--- src/rtl/scancode_gen.sv ---
// scancode_gen: 8x5 key matrix scanner emitting PS/2 set-2 make/break bytes.
// Scans one row at a time, detects key changes, hands bytes out on a strobe.
//
// Ports:
//   clock  - single clock, rising edge
//   reset  - synchronous active-high reset
//   enable - allows the scan to advance to the next row
//   row    - active-low row select (8'hFF while idle)
//   col    - active-low column sense from the matrix
//   ready  - consumer can take a byte this cycle
//   strb   - single-cycle byte strobe (only while ready=1)
//   code   - set-2 byte, valid while strb=1
module scancode_gen #(
  parameter int SETTLE = 4
) (
  input  logic       clock,
  input  logic       reset,
  input  logic       enable,
  output logic [7:0] row,
  input  logic [4:0] col,
  input  logic       ready,
  output logic       strb,
  output logic [7:0] code
);

  localparam logic [7:0] SETTLE_LAST = 8'(SETTLE - 1);

  typedef enum logic [2:0] {
    S_SETTLE,
    S_SAMPLE,
    S_CHECK,
    S_PREFIX,
    S_GAP1,
    S_EMIT,
    S_GAP2,
    S_NEXT
  } state_t;

  state_t          state_q, state_d;
  logic [2:0]      idx_q, idx_d;
  logic [7:0]      cnt_q, cnt_d;
  logic [4:0]      snap_q, snap_d;
  logic [2:0]      bit_q, bit_d;
  logic [7:0]      code_q, code_d;
  logic [7:0]      row_q, row_d;
  logic [7:0][4:0] stored_q, stored_d;
  logic [4:0]      diff;
  logic [2:0]      low;

  function automatic logic [7:0] row_sel(input logic [2:0] i);
    return ~(8'h01 << i);
  endfunction

  function automatic logic [7:0] key_code(
    input logic [2:0] r,
    input logic [2:0] b
  );
    logic [7:0] c;
    c = 8'h00;
    case ({r, b})
      6'o00: c = 8'h12;
      6'o01: c = 8'h1A;
      6'o02: c = 8'h22;
      6'o03: c = 8'h21;
      6'o04: c = 8'h2A;
      6'o10: c = 8'h1C;
      6'o11: c = 8'h1B;
      6'o12: c = 8'h23;
      6'o13: c = 8'h2B;
      6'o14: c = 8'h34;
      6'o20: c = 8'h15;
      6'o21: c = 8'h1D;
      6'o22: c = 8'h24;
      6'o23: c = 8'h2D;
      6'o24: c = 8'h2C;
      6'o30: c = 8'h16;
      6'o31: c = 8'h1E;
      6'o32: c = 8'h26;
      6'o33: c = 8'h25;
      6'o34: c = 8'h2E;
      6'o40: c = 8'h45;
      6'o41: c = 8'h46;
      6'o42: c = 8'h3E;
      6'o43: c = 8'h3D;
      6'o44: c = 8'h36;
      6'o50: c = 8'h4D;
      6'o51: c = 8'h44;
      6'o52: c = 8'h43;
      6'o53: c = 8'h3C;
      6'o54: c = 8'h35;
      6'o60: c = 8'h5A;
      6'o61: c = 8'h4B;
      6'o62: c = 8'h42;
      6'o63: c = 8'h3B;
      6'o64: c = 8'h33;
      6'o70: c = 8'h29;
      6'o71: c = 8'h14;
      6'o72: c = 8'h3A;
      6'o73: c = 8'h31;
      6'o74: c = 8'h32;
      default: c = 8'h00;
    endcase
    return c;
  endfunction

  always_comb begin
    state_d  = state_q;
    idx_d    = idx_q;
    cnt_d    = cnt_q;
    snap_d   = snap_q;
    bit_d    = bit_q;
    code_d   = code_q;
    row_d    = row_q;
    stored_d = stored_q;
    strb     = 1'b0;

    diff = snap_q ^ stored_q[idx_q];
    low  = 3'd0;
    for (int i = 4; i >= 0; i--) begin
      if (diff[i]) low = 3'(i);
    end

    unique case (state_q)
      S_SETTLE: begin
        row_d = row_sel(idx_q);
        // Only count cycles in which the row is
        // actually driven (not the idle 8'hFF).
        if (row_q != 8'hFF) begin
          if (cnt_q == SETTLE_LAST) begin
            cnt_d   = 8'd0;
            state_d = S_SAMPLE;
          end else begin
            cnt_d = cnt_q + 8'd1;
          end
        end
      end
      S_SAMPLE: begin
        snap_d  = col;
        state_d = S_CHECK;
      end
      S_CHECK: begin
        if (diff == 5'd0) begin
          state_d = S_NEXT;
        end else begin
          bit_d = low;
          if (snap_q[low]) begin
            code_d  = 8'hF0;
            state_d = S_PREFIX;
          end else begin
            code_d  = key_code(idx_q, low);
            state_d = S_EMIT;
          end
        end
      end
      S_PREFIX: begin
        if (ready) begin
          strb    = 1'b1;
          state_d = S_GAP1;
        end
      end
      S_GAP1: begin
        code_d  = key_code(idx_q, bit_q);
        state_d = S_EMIT;
      end
      S_EMIT: begin
        if (ready) begin
          strb = 1'b1;
          stored_d[idx_q][bit_q] = snap_q[bit_q];
          state_d = S_GAP2;
        end
      end
      S_GAP2: begin
        state_d = S_CHECK;
      end
      S_NEXT: begin
        if (enable) begin
          idx_d   = idx_q + 3'd1;
          cnt_d   = 8'd0;
          row_d   = row_sel(idx_q + 3'd1);
          state_d = S_SETTLE;
        end else begin
          row_d = 8'hFF;
        end
      end
    endcase

    // A pending byte must not escape while reset is held.
    if (reset) strb = 1'b0;
  end

  always_ff @(posedge clock) begin
    if (reset) begin
      state_q  <= S_SETTLE;
      idx_q    <= 3'd0;
      cnt_q    <= 8'd0;
      snap_q   <= 5'h1F;
      bit_q    <= 3'd0;
      code_q   <= 8'h00;
      row_q    <= 8'hFF;
      stored_q <= '1;
    end else begin
      state_q  <= state_d;
      idx_q    <= idx_d;
      cnt_q    <= cnt_d;
      snap_q   <= snap_d;
      bit_q    <= bit_d;
      code_q   <= code_d;
      row_q    <= row_d;
      stored_q <= stored_d;
    end
  end

  assign row  = row_q;
  assign code = code_q;

endmodule

--- config.mk ---
export PLATFORM = sky130hd
export DESIGN_NAME = scancode_gen
export DESIGN_NICKNAME = d
export VERILOG_FILES = /design/src/rtl/scancode_gen.sv
export SDC_FILE = /design/constraint.sdc
export NUM_CORES = 1
export LEC_CHECK = 0
export CAP_MARGIN = 20
export CORE_ASPECT_RATIO = 0.6
export CORE_MARGIN = 1
export CORE_UTILIZATION = 45
export DETAILED_ROUTE_END_ITERATION = 8
export SETUP_SLACK_MARGIN = 0.15
export SLEW_MARGIN = 20
export SYNTH_ARGS = -nofsm -noshare
export SYNTH_HDL_FRONTEND = slang
export SYNTH_SLANG_ARGS = --single-unit
export TNS_END_PERCENT = 1
--- constraint.sdc ---
create_clock -name clock -period 3.25 [get_ports clock]
set_input_delay 0.4875 -clock clock [delete_from_list [all_inputs] [get_ports clock]]
set_output_delay 0.4875 -clock clock [all_outputs]
set_load 0.1 [all_outputs]
Word-level counts from Yosys, hierarchy flattened
Memories as Yosys holds them, arrays and structs flattened.
Index checks and enable logic that the tools add are counted.
{"block": "classes", "bitwise": 4, "order_cmp": 5, "shift": 2, "reduce_logical": 14, "n_mux": 36, "eq_ne": 15, "add_sub_neg": 2}
{"operator": "$mux W8", "count": 6}
{"operator": "$pmux W8 S2", "count": 3}
{"operator": "$bwmux W40", "count": 1}
{"operator": "$mux W3", "count": 12}
{"operator": "$pmux W3 S7", "count": 1}
{"operator": "$not A8 Y8", "count": 2}
{"operator": "$shl A1 B3 Y8 const A", "count": 2}
{"operator": "$bmux W5 S3", "count": 1}
{"operator": "$demux W5 S3", "count": 1}
{"operator": "$eq A3 B3 Y1 const B", "count": 4}
{"operator": "$lt A3 B4 Y1 const B", "count": 3}
{"operator": "$ne A2 B2 Y1 const B", "count": 6}
{"operator": "$mux W5", "count": 2}
{"operator": "$add A8 B1 Y8 const B", "count": 1}
{"operator": "$eq A8 B2 Y1 const B", "count": 1}
{"operator": "$ne A8 B8 Y1 const B", "count": 1}
{"operator": "$reduce_and A2 Y1", "count": 4}
{"operator": "$bmux W1 S3", "count": 2}
{"operator": "$eq A3 B2 Y1 const B", "count": 2}
{"operator": "$ge A3 B1 Y1 const B", "count": 2}
{"operator": "$mux W1", "count": 6}
{"operator": "$logic_not A5 Y1", "count": 1}
{"operator": "$reduce_and A5 Y1", "count": 1}
{"operator": "$xor A5 B5 Y5", "count": 1}
{"operator": "other kinds (9)", "count": 12}
{"block": "word_totals", "reg_bits": 78, "rom_bits": 896, "memories": 2, "output_inout_bits": 17}
{"name": "(no name shown)", "depth": 64, "width": 7, "read_ports": 1, "rd_clocked_by_memory_dff": 0, "wr": 0, "line_no": "60", "text": "case ({r, b})"}
{"name": "(no name shown)", "depth": 64, "width": 7, "read_ports": 1, "rd_clocked_by_memory_dff": 0, "wr": 0, "line_no": "60"}

Longest topological paths before layout
{"block": "depth", "word_depth": 13, "mapped_depth": 16, "ltp_nobuf": 13}

Worst setup path after synthesis
Ideal clock, no wire load.
{"block": "synth_timing", "kind": "register -> register", "from": "reg idx_q[0]", "to": "reg code_q[1] (netlist: code[1])", "path_stages_with_launch": 16, "path_slack_ns": 0.036, "period_less_slack_ns": 3.214, "arrival_time_ns": 3.078, "setup_ns": 0.136, "n_path_buf": 2, "t_required_ns": 3.114, "cell_sequence": "dfxtp_1 -> buf_6 -> buf_2 -> mux2i_1 -> o22ai_1 -> nor3_1 -> o211ai_2 -> a21oi_1 -> inv_1 -> ha_1 -> inv_1 -> a21oi_1 -> nand4_1 -> o21ai_0 -> a221oi_1 -> o32ai_1"}
{"block": "synth_between", "elab_cells_between_ends": 18}
{"element": "start, declared", "line_no": "40", "text": "logic [2:0] idx_q, idx_d;"}
{"element": "start signal, assigned", "line_no": "203", "text": "idx_q <= idx_d;"}
{"element": "$bmux W5 S3 *", "line_no": "117", "text": "diff = snap_q ^ stored_q[idx_q];"}
{"element": "$mux W5 (implied by the code) *", "line_no": "117"}
{"element": "$xor A5 B5 Y5 *", "line_no": "117"}
{"element": "$mux W3 (3 in series)", "line_no": "120", "text": "if (diff[i]) low = 3'(i);"}
{"element": "$mux W3 *", "line_no": "120"}
{"element": "net low[1]", "line_no": "48", "text": "logic [2:0] low;"}
{"element": "parallel branches: the longest is 2 deep, another holds $mem_v2 Z64 W7"}
{"element": "$mux W8 *", "line_no": "146", "text": "if (snap_q[low]) begin"}
{"element": "$mux W8 *", "line_no": "142", "text": "if (diff == 5'd0) begin"}
{"element": "$pmux W8 S2 *", "line_no": "123", "text": "unique case (state_q)"}
{"element": "end signal, assigned", "line_no": "207", "text": "code_q <= code_d;"}
{"element": "end, declared", "line_no": "44", "text": "logic [7:0] code_q, code_d;"}
Mark *: on every way through the listed nets, which the timed path passes. The select of a mux whose other input is x is not followed.
A chain may end at the register's enable or synchronous reset.

Worst setup path after layout
{"block": "layout_timing", "from": "reg idx_q[0]", "to": "reg code_q[0] (netlist: code[0])"}
The elaborated chain is that of the path after synthesis.

==> flow_metrics.env <==
export IMPL_yosys_warnings=0
export IMPL_clock_sinks=78
export IMPL_crit_fanout=6
export IMPL_grt_pass1_vias=5064
export IMPL_cts_tree="done"
export IMPL_overflow=0
export IMPL_std_cell_rows=30
export IMPL_max_freq_mhz=327.5
export IMPL_die_x_um=142.5
export IMPL_n_antenna_cell=0
export IMPL_cts_path_max_buffers=2
export IMPL_r2r_slack_ns=0.20
export IMPL_synth_simple_area_share_pct=27.14
export IMPL_ant_nets=0
export IMPL_synth_edf_count=0
export IMPL_yosys_cell_types_count=79
export IMPL_period_minus_slack_ns=3.053
export IMPL_cp_arrival_ns=3.28
export IMPL_hold_start="code[7]"
export IMPL_outcome="completed"
export IMPL_r2r_start="idx_q[0]"
export IMPL_insertion_delay_ns=0.35
export IMPL_ir_drop_mv=0.4673
export IMPL_antenna_found_initial=0
export IMPL_cts_root_buf="clkbuf_16"
export IMPL_power_w=0.004947
export IMPL_max_cap_violations=0
export IMPL_dpl_hpwl_um=14040
export IMPL_fin_crit_sh_pct=93.95
export IMPL_hold_viol_final=0
export IMPL_hold_path_class="register to register"
export IMPL_gp_congestion=0.9539
export IMPL_pin_count=26
export IMPL_synth_top_family_by_area="simple AND/OR/NAND/NOR gates"
export IMPL_final_cells=921
export IMPL_start_kind="register"
export IMPL_synth_area_um2=5329
export IMPL_ys_ff_latch=78
export IMPL_initial_utilization_pct=46.70
export IMPL_power_leakage_nw=2.500
export IMPL_synth_ff_type="dfxtp_1"
export IMPL_rsz0062_at_grt="true"
export IMPL_syn_avg_cell_area_um2=7.548
export IMPL_r2r_end="code[0]"
export IMPL_core_um2=11410
export IMPL_critical_path_required_ns=3.47
export IMPL_grt_pass1_wl_um=29410
export IMPL_worst_slew_pin_slew_ns=0.9816
export IMPL_dr_pass1_iters=6
export IMPL_avgViaCountPerCell=6.434
export IMPL_path_class="register to register"
export IMPL_fp_dieH_um=86.29
export IMPL_fillers=1063
export IMPL_hold_depth=2
export IMPL_ctsHtreeMaxLevel=3
export IMPL_skew_ns=0.008089
export IMPL_synth_seq_area_share_pct=29.30
export IMPL_slew_headroom_pct=34.36
export IMPL_grt_max_degree=56
export IMPL_final_nets=787
export IMPL_drc_errors=0
export IMPL_layout_drive_gt1_share_pct=18.40
export IMPL_reg2reg_depth=13
export IMPL_io_buffers=25
export IMPL_die_area_um2=12300
export IMPL_synthToLayoutAreaGrowth_pct=24.75
export IMPL_fin_util_pct=58.26
export IMPL_drv_slew=0
export IMPL_wl_per_cell_um=21.29
export IMPL_grtUsageTotal_pct=31.77
export IMPL_min_to="code[7]"
export IMPL_num_vias=5926
export IMPL_synth_compound_area_share_pct=24.68
export IMPL_cts_buffers_inserted=9
export IMPL_ctsHoldBuffers=0
export IMPL_async_flop_share_pct=0
export IMPL_synthMuxAreaShare_pct=5.565
export IMPL_synthesis_instances=706
export IMPL_crit_path_end_kind="register"
export IMPL_drt_iter0_drc=588
export IMPL_setup_viol=0
export IMPL_synth_adder_area_share_pct=5.353
export IMPL_dp_cells=890
export IMPL_syn_num_nets=737
export IMPL_cts_clk_slew_worst_paths_ns=0.07
export IMPL_synth_xor_area_share_pct=2.442
export IMPL_finalSetupTns_ns=0
export IMPL_power_density_nw_per_um2=744.2
export IMPL_finalWirelength_um=19610
[stage by stage]
step | setup slack (ns) | hold WS, ns | cell area [um2]
global route | 0.1096 | 0.4928 | 6648
detailed placement | 0.1078 | 0.4639 | 5958
finish | 0.1967 | 0.4727 | 6648
global placement | 0.1444 | 0.4650 | 5958
CTS | 0.1424 | 0.4747 | 6316
floorplan | 0.1901 | 0.4338 | 5333
[power by group]
group / internal, W / total (W) / switching (W)
Clock: 0.000684 / 0.00114 / 0.000457
Combinational: 0.000993 / 0.00262 / 0.00163
Sequential: 0.00104 / 0.00119 / 0.000146
[final cells by class]
cell class                 count  area, um2  share of cell area, %
multi-input combinational    562       3660                  55.05
inverter                      19      71.32                  1.073
clock buffer                   9      225.2                  3.388
sequential                    78       1573                  23.66
clock inverter                 7      103.9                  1.562
tap                          160      200.2                  3.011
timing repair buffer          86      814.5                  12.25
[placed cells by master, fill, tap and decap left out, types with 3 or more instances in the layout]
master           netlist  routed
o21ai_0               49      47
or3_1                  6       6
nand2b_1               4       3
ha_1                  22      18
and3_1                10      10
o22ai_1                8       4
o41ai_1                4       3
a211oi_1               4       3
a21oi_1               41      39
nand3_1               68      68
o21a_1                 3       3
inv_2                  2       4
o211ai_1               7       7
mux2_2                 5       4
nand4_1               18      18
dfxtp_4                0       3
inv_1                 16      14
a311oi_1               9       8
xor2_1                 6       6
buf_12                 0       4
o31ai_1                4       4
buf_4                  1      59
nor3_1                12      11
nor2_1                81      81
o221ai_1               5       4
o21ai_1                2       3
clkbuf_16              0      13
a221oi_1               5       5
a31oi_1               12      12
clkdlybuf4s50_1        0      18
nand2_1               92      91
mux2i_1               24      21
dfxtp_1               78      75
o22ai_2                0       3
o32ai_1                5       3
[registers in the layout, summed over array words and instances, names as in the netlist]
name      flops
idx_q         3
cnt_q         8
row           8
stored_q     40
state_q       3
code          8
snap_q        5
bit_q         3
[cell usage after synthesis (all sizes together) (3+ instances only)]
library cell  number  area share (%)
and2               4            0.56
mux2i             24             4.5
o21ai             52             5.0
a31oi             12             1.4
dfxtp             78              29
clkbuf            31             2.2
a311oi             9             1.5
nor3              12             1.1
a221oi             5            0.82
a211oi             5            0.80
mux2               5             1.1
a22oi              3            0.61
o31ai              4            0.56
nand4             19             2.3
buf               16             2.0
or3                7            0.92
o211ai             8             1.2
a21oi             41             3.9
and3              10             1.2
nand3             68             6.4
inv               18             1.3
nor2              81             5.7
o21a               3            0.42
o221ai             5            0.82
o32ai              6             1.1
o22ai              8            0.94
ha                22             5.2
o2111a             3            0.80
o41ai              5             1.2
nand2             92             6.5
xnor2              4            0.94
xor2               7             1.5
nand2b             4            0.47
[logic make-up after synthesis]
| group | after synthesis |
|---|---|
| adders and majority gates | 23 |
| muxes | 29 |
| and+or+nand+nor | 309 |
| buffers and inverters | 66 |
| AOI/OAI and AO/OA | 190 |
| xor gates and xnor gates | 11 |
| DFF | 78 |
[worst max-delay path: stages (launching register included)]
cell and delay, ns:
dfxtp_4 0.40, buf_12 0.15, mux2i_1 0.35, o22ai_1 0.20, o21a_1 0.24, or2_2 0.35
nand2_4 0.13, inv_2 0.07, ha_2 0.20, nand3_1 0.08, o21ai_0 0.08, a221o_1 0.33
o211ai_1 0.22, o32ai_2 0.11
[how the worst max path moves through the flow]
stage / startpoint / end / slack [ns] / depth (start not counted)
final: idx_q[0] / code[0] / 0.20 / 13
after global routing: idx_q[0] / code[4] / 0.11 / 14
after CTS: idx_q[0] / code[0] / 0.14 / 14
after detailed placement: idx_q[0] / code[4] / 0.11 / 14
after global placement: idx_q[1] / code[4] / 0.14 / 12
after floorplan: idx_q[0] / code[1] / 0.19 / 15
[routing by layer]
metal | share of wire [%] | GRT usage, %
met5 | 0 | 0
met4 | 2.1 | 10.17
met3 | 12 | 8.177
met2 | 38 | 40.60
met1 | 48 | 49.69
[repair_timing]
| item | 4_1_cts | 5_1_grt |
|---|---|---|
| endpoints found under the setup margin | 3 | 7 |
| resized for setup | 6 | 33 |
| gates cloned | 0 | 4 |
| pin swaps | 1 | 13 |
| setup buffers | 0 | 11 |
(Power assumes the default switching activity.)
==> variant: new RTL, same flow settings <==
The 8 states of `state_t` get a one-hot encoding in 8 bits.
--- a/src/rtl/scancode_gen.sv
+++ b/src/rtl/scancode_gen.sv
@@ -25,15 +25,15 @@
 
   localparam logic [7:0] SETTLE_LAST = 8'(SETTLE - 1);
 
-  typedef enum logic [2:0] {
-    S_SETTLE,
-    S_SAMPLE,
-    S_CHECK,
-    S_PREFIX,
-    S_GAP1,
-    S_EMIT,
-    S_GAP2,
-    S_NEXT
+  typedef enum logic [7:0] {
+    S_SETTLE = 8'b00000001,
+    S_SAMPLE = 8'b00000010,
+    S_CHECK  = 8'b00000100,
+    S_PREFIX = 8'b00001000,
+    S_GAP1   = 8'b00010000,
+    S_EMIT   = 8'b00100000,
+    S_GAP2   = 8'b01000000,
+    S_NEXT   = 8'b10000000
   } state_t;
 
   state_t          state_q, state_d;
Check against the original RTL: same outputs for any inputs over 4 cycles, from zero or initial values and one cycle with reset high; so few cycles prove little.
==> variant against the original RTL <==
  * Worst setup slack lost 120 ps
  * Synthesized area up 2.5%
  * Design area shrank 0.90%
  * Synthesized cell count shrank 1.1%
  * Routed wire length is 5.5% lower
  * Sequential cell count up 5
  * Sequential share of layout area increased by 1.7 points
  * Highest routed layer unchanged
Power is not compared: it rests on default switching activity, and its combinational part moved more than twofold at a synthesized area within 25%.
==> variant: results <==
{
  "worst-slew-pin-transition_ps": 971,
  "viasPerCell": 6.06,
  "number_of_global_route_vias_before_repair": 4809,
  "critical-path-max-stage-delay_ps": 450,
  "critPathMaxFanout": 12,
  "post_synth_most_frequent_cells": "nand2_1 (105), dfxtp_1 (83), nor2_1 (61)",
  "synth_seq_area_share": 0.304,
  "layout-drive-gt1-share": 0.186,
  "global_route_wire_length_before_repair_um": 28800,
  "setup.reg_to_reg.worst_slack_ps": 70,
  "synth.distinct_cells": 86,
  "critical_path_arrival_ps": 3450,
  "r2r_cells": 14,
  "synthesis.nets": 727,
  "largest_net_degree_at_the_start_of_global_routing": 51,
  "min_from": "stored_q[29]",
  "r2r_start": "idx_q[1]",
  "fin_skew_ps": 5.60,
  "hpwlAfterDp_um": 13500,
  "post_cts.repair.setup_buffers": 2,
  "final_nets": 776,
  "place_ws_ps": -37.8,
  "gpl.final_weighted_congestion": 0.984,
  "hold_path.class": "register to register",
  "worst_hold_path.endpoint": "stored_q[29]",
  "outcome": "finished clean",
  "fill_cells": 1102,
  "critical_path.top_delay_family": "compound AO/OA/AOI/OAI gates",
  "min_cycle_time_layout_ps": 3180,
  "grt_util_all_layers": 0.307,
  "holdWs_ps": 476,
  "netlist_top_cells_area": "dfxtp_1 (30%), mux2i_1 (7.5%), nand2_1 (7.2%)",
  "drt-total-wl_um": 18500,
  "cp-endpoint": "code[0]",
  "cts.reportedPaths.clkPinSlew_ps": 60,
  "drt_first_pass_iters": 6,
  "first_iter_violations": 529,
  "post_cts_resized": 8
}
==> variant: power by group <==
group / internal [W] / total [W] / leakage, nW / switching, W
Clock: 0.000522 / 0.000974 / 0.132 / 0.000452
Sequential: 0.00108 / 0.00116 / 0.675 / 0.0000731
Combinational: 0.000356 / 0.00110 / 1.77 / 0.000739
==> variant: cell type report <==
type	count	share of cell area
clock buffer	9	0.0342
clock inverter	7	0.00779
inverter	16	0.00912
multi-input combinational	553	0.558
sequential	83	0.254
tap	160	0.0304
timing repair buffer	84	0.107
==> variant: routing by layer <==
| layer | part of all wire | global-route usage | vias to the layer above |
|---|---|---|---|
| li1 | - | - | 2624 |
| met4 | 0.012 | 0.0679 | 0 |
| met1 | 0.51 | 0.511 | 2571 |
| met5 | 0 | 0 | - |
| met2 | 0.36 | 0.364 | 301 |
| met3 | 0.12 | 0.0803 | 27 |
==> variant: worst reg2reg max path, cell delays in order, from the launching register on <==
cell       delay (ps)
dfxtp_4           450
mux2_4            330
a22oi_2           170
o2111ai_2         250
xnor2_2           270
nand2_2           130
a21oi_4           280
ha_4              190
inv_2              40
mux2i_1           110
o2bb2ai_1          90
a221o_1           300
a222oi_1          240
nand3_1           130
a21oi_1           130
==> variant: through the flow <==
step,power (W),area [sq um],std cells
3_5_place_dp,0.00222,6130,891
4_1_cts,0.00321,6450,909
6_report,0.00323,6590,912
3_3_place_gp,0.00222,6130,891
5_1_grt,0.00338,6590,912
2_1_floorplan,0.00195,5470,698
==> variant: cells by family after synthesis <==
kind of cell	Yosys count	share of synthesized area
buf+inv	62	0.0499
compound gates	183	0.217
xor+xnor	16	0.0346
flops	83	0.304
fa+ha+maj	22	0.0497
mux	49	0.0951
simple gates	283	0.250
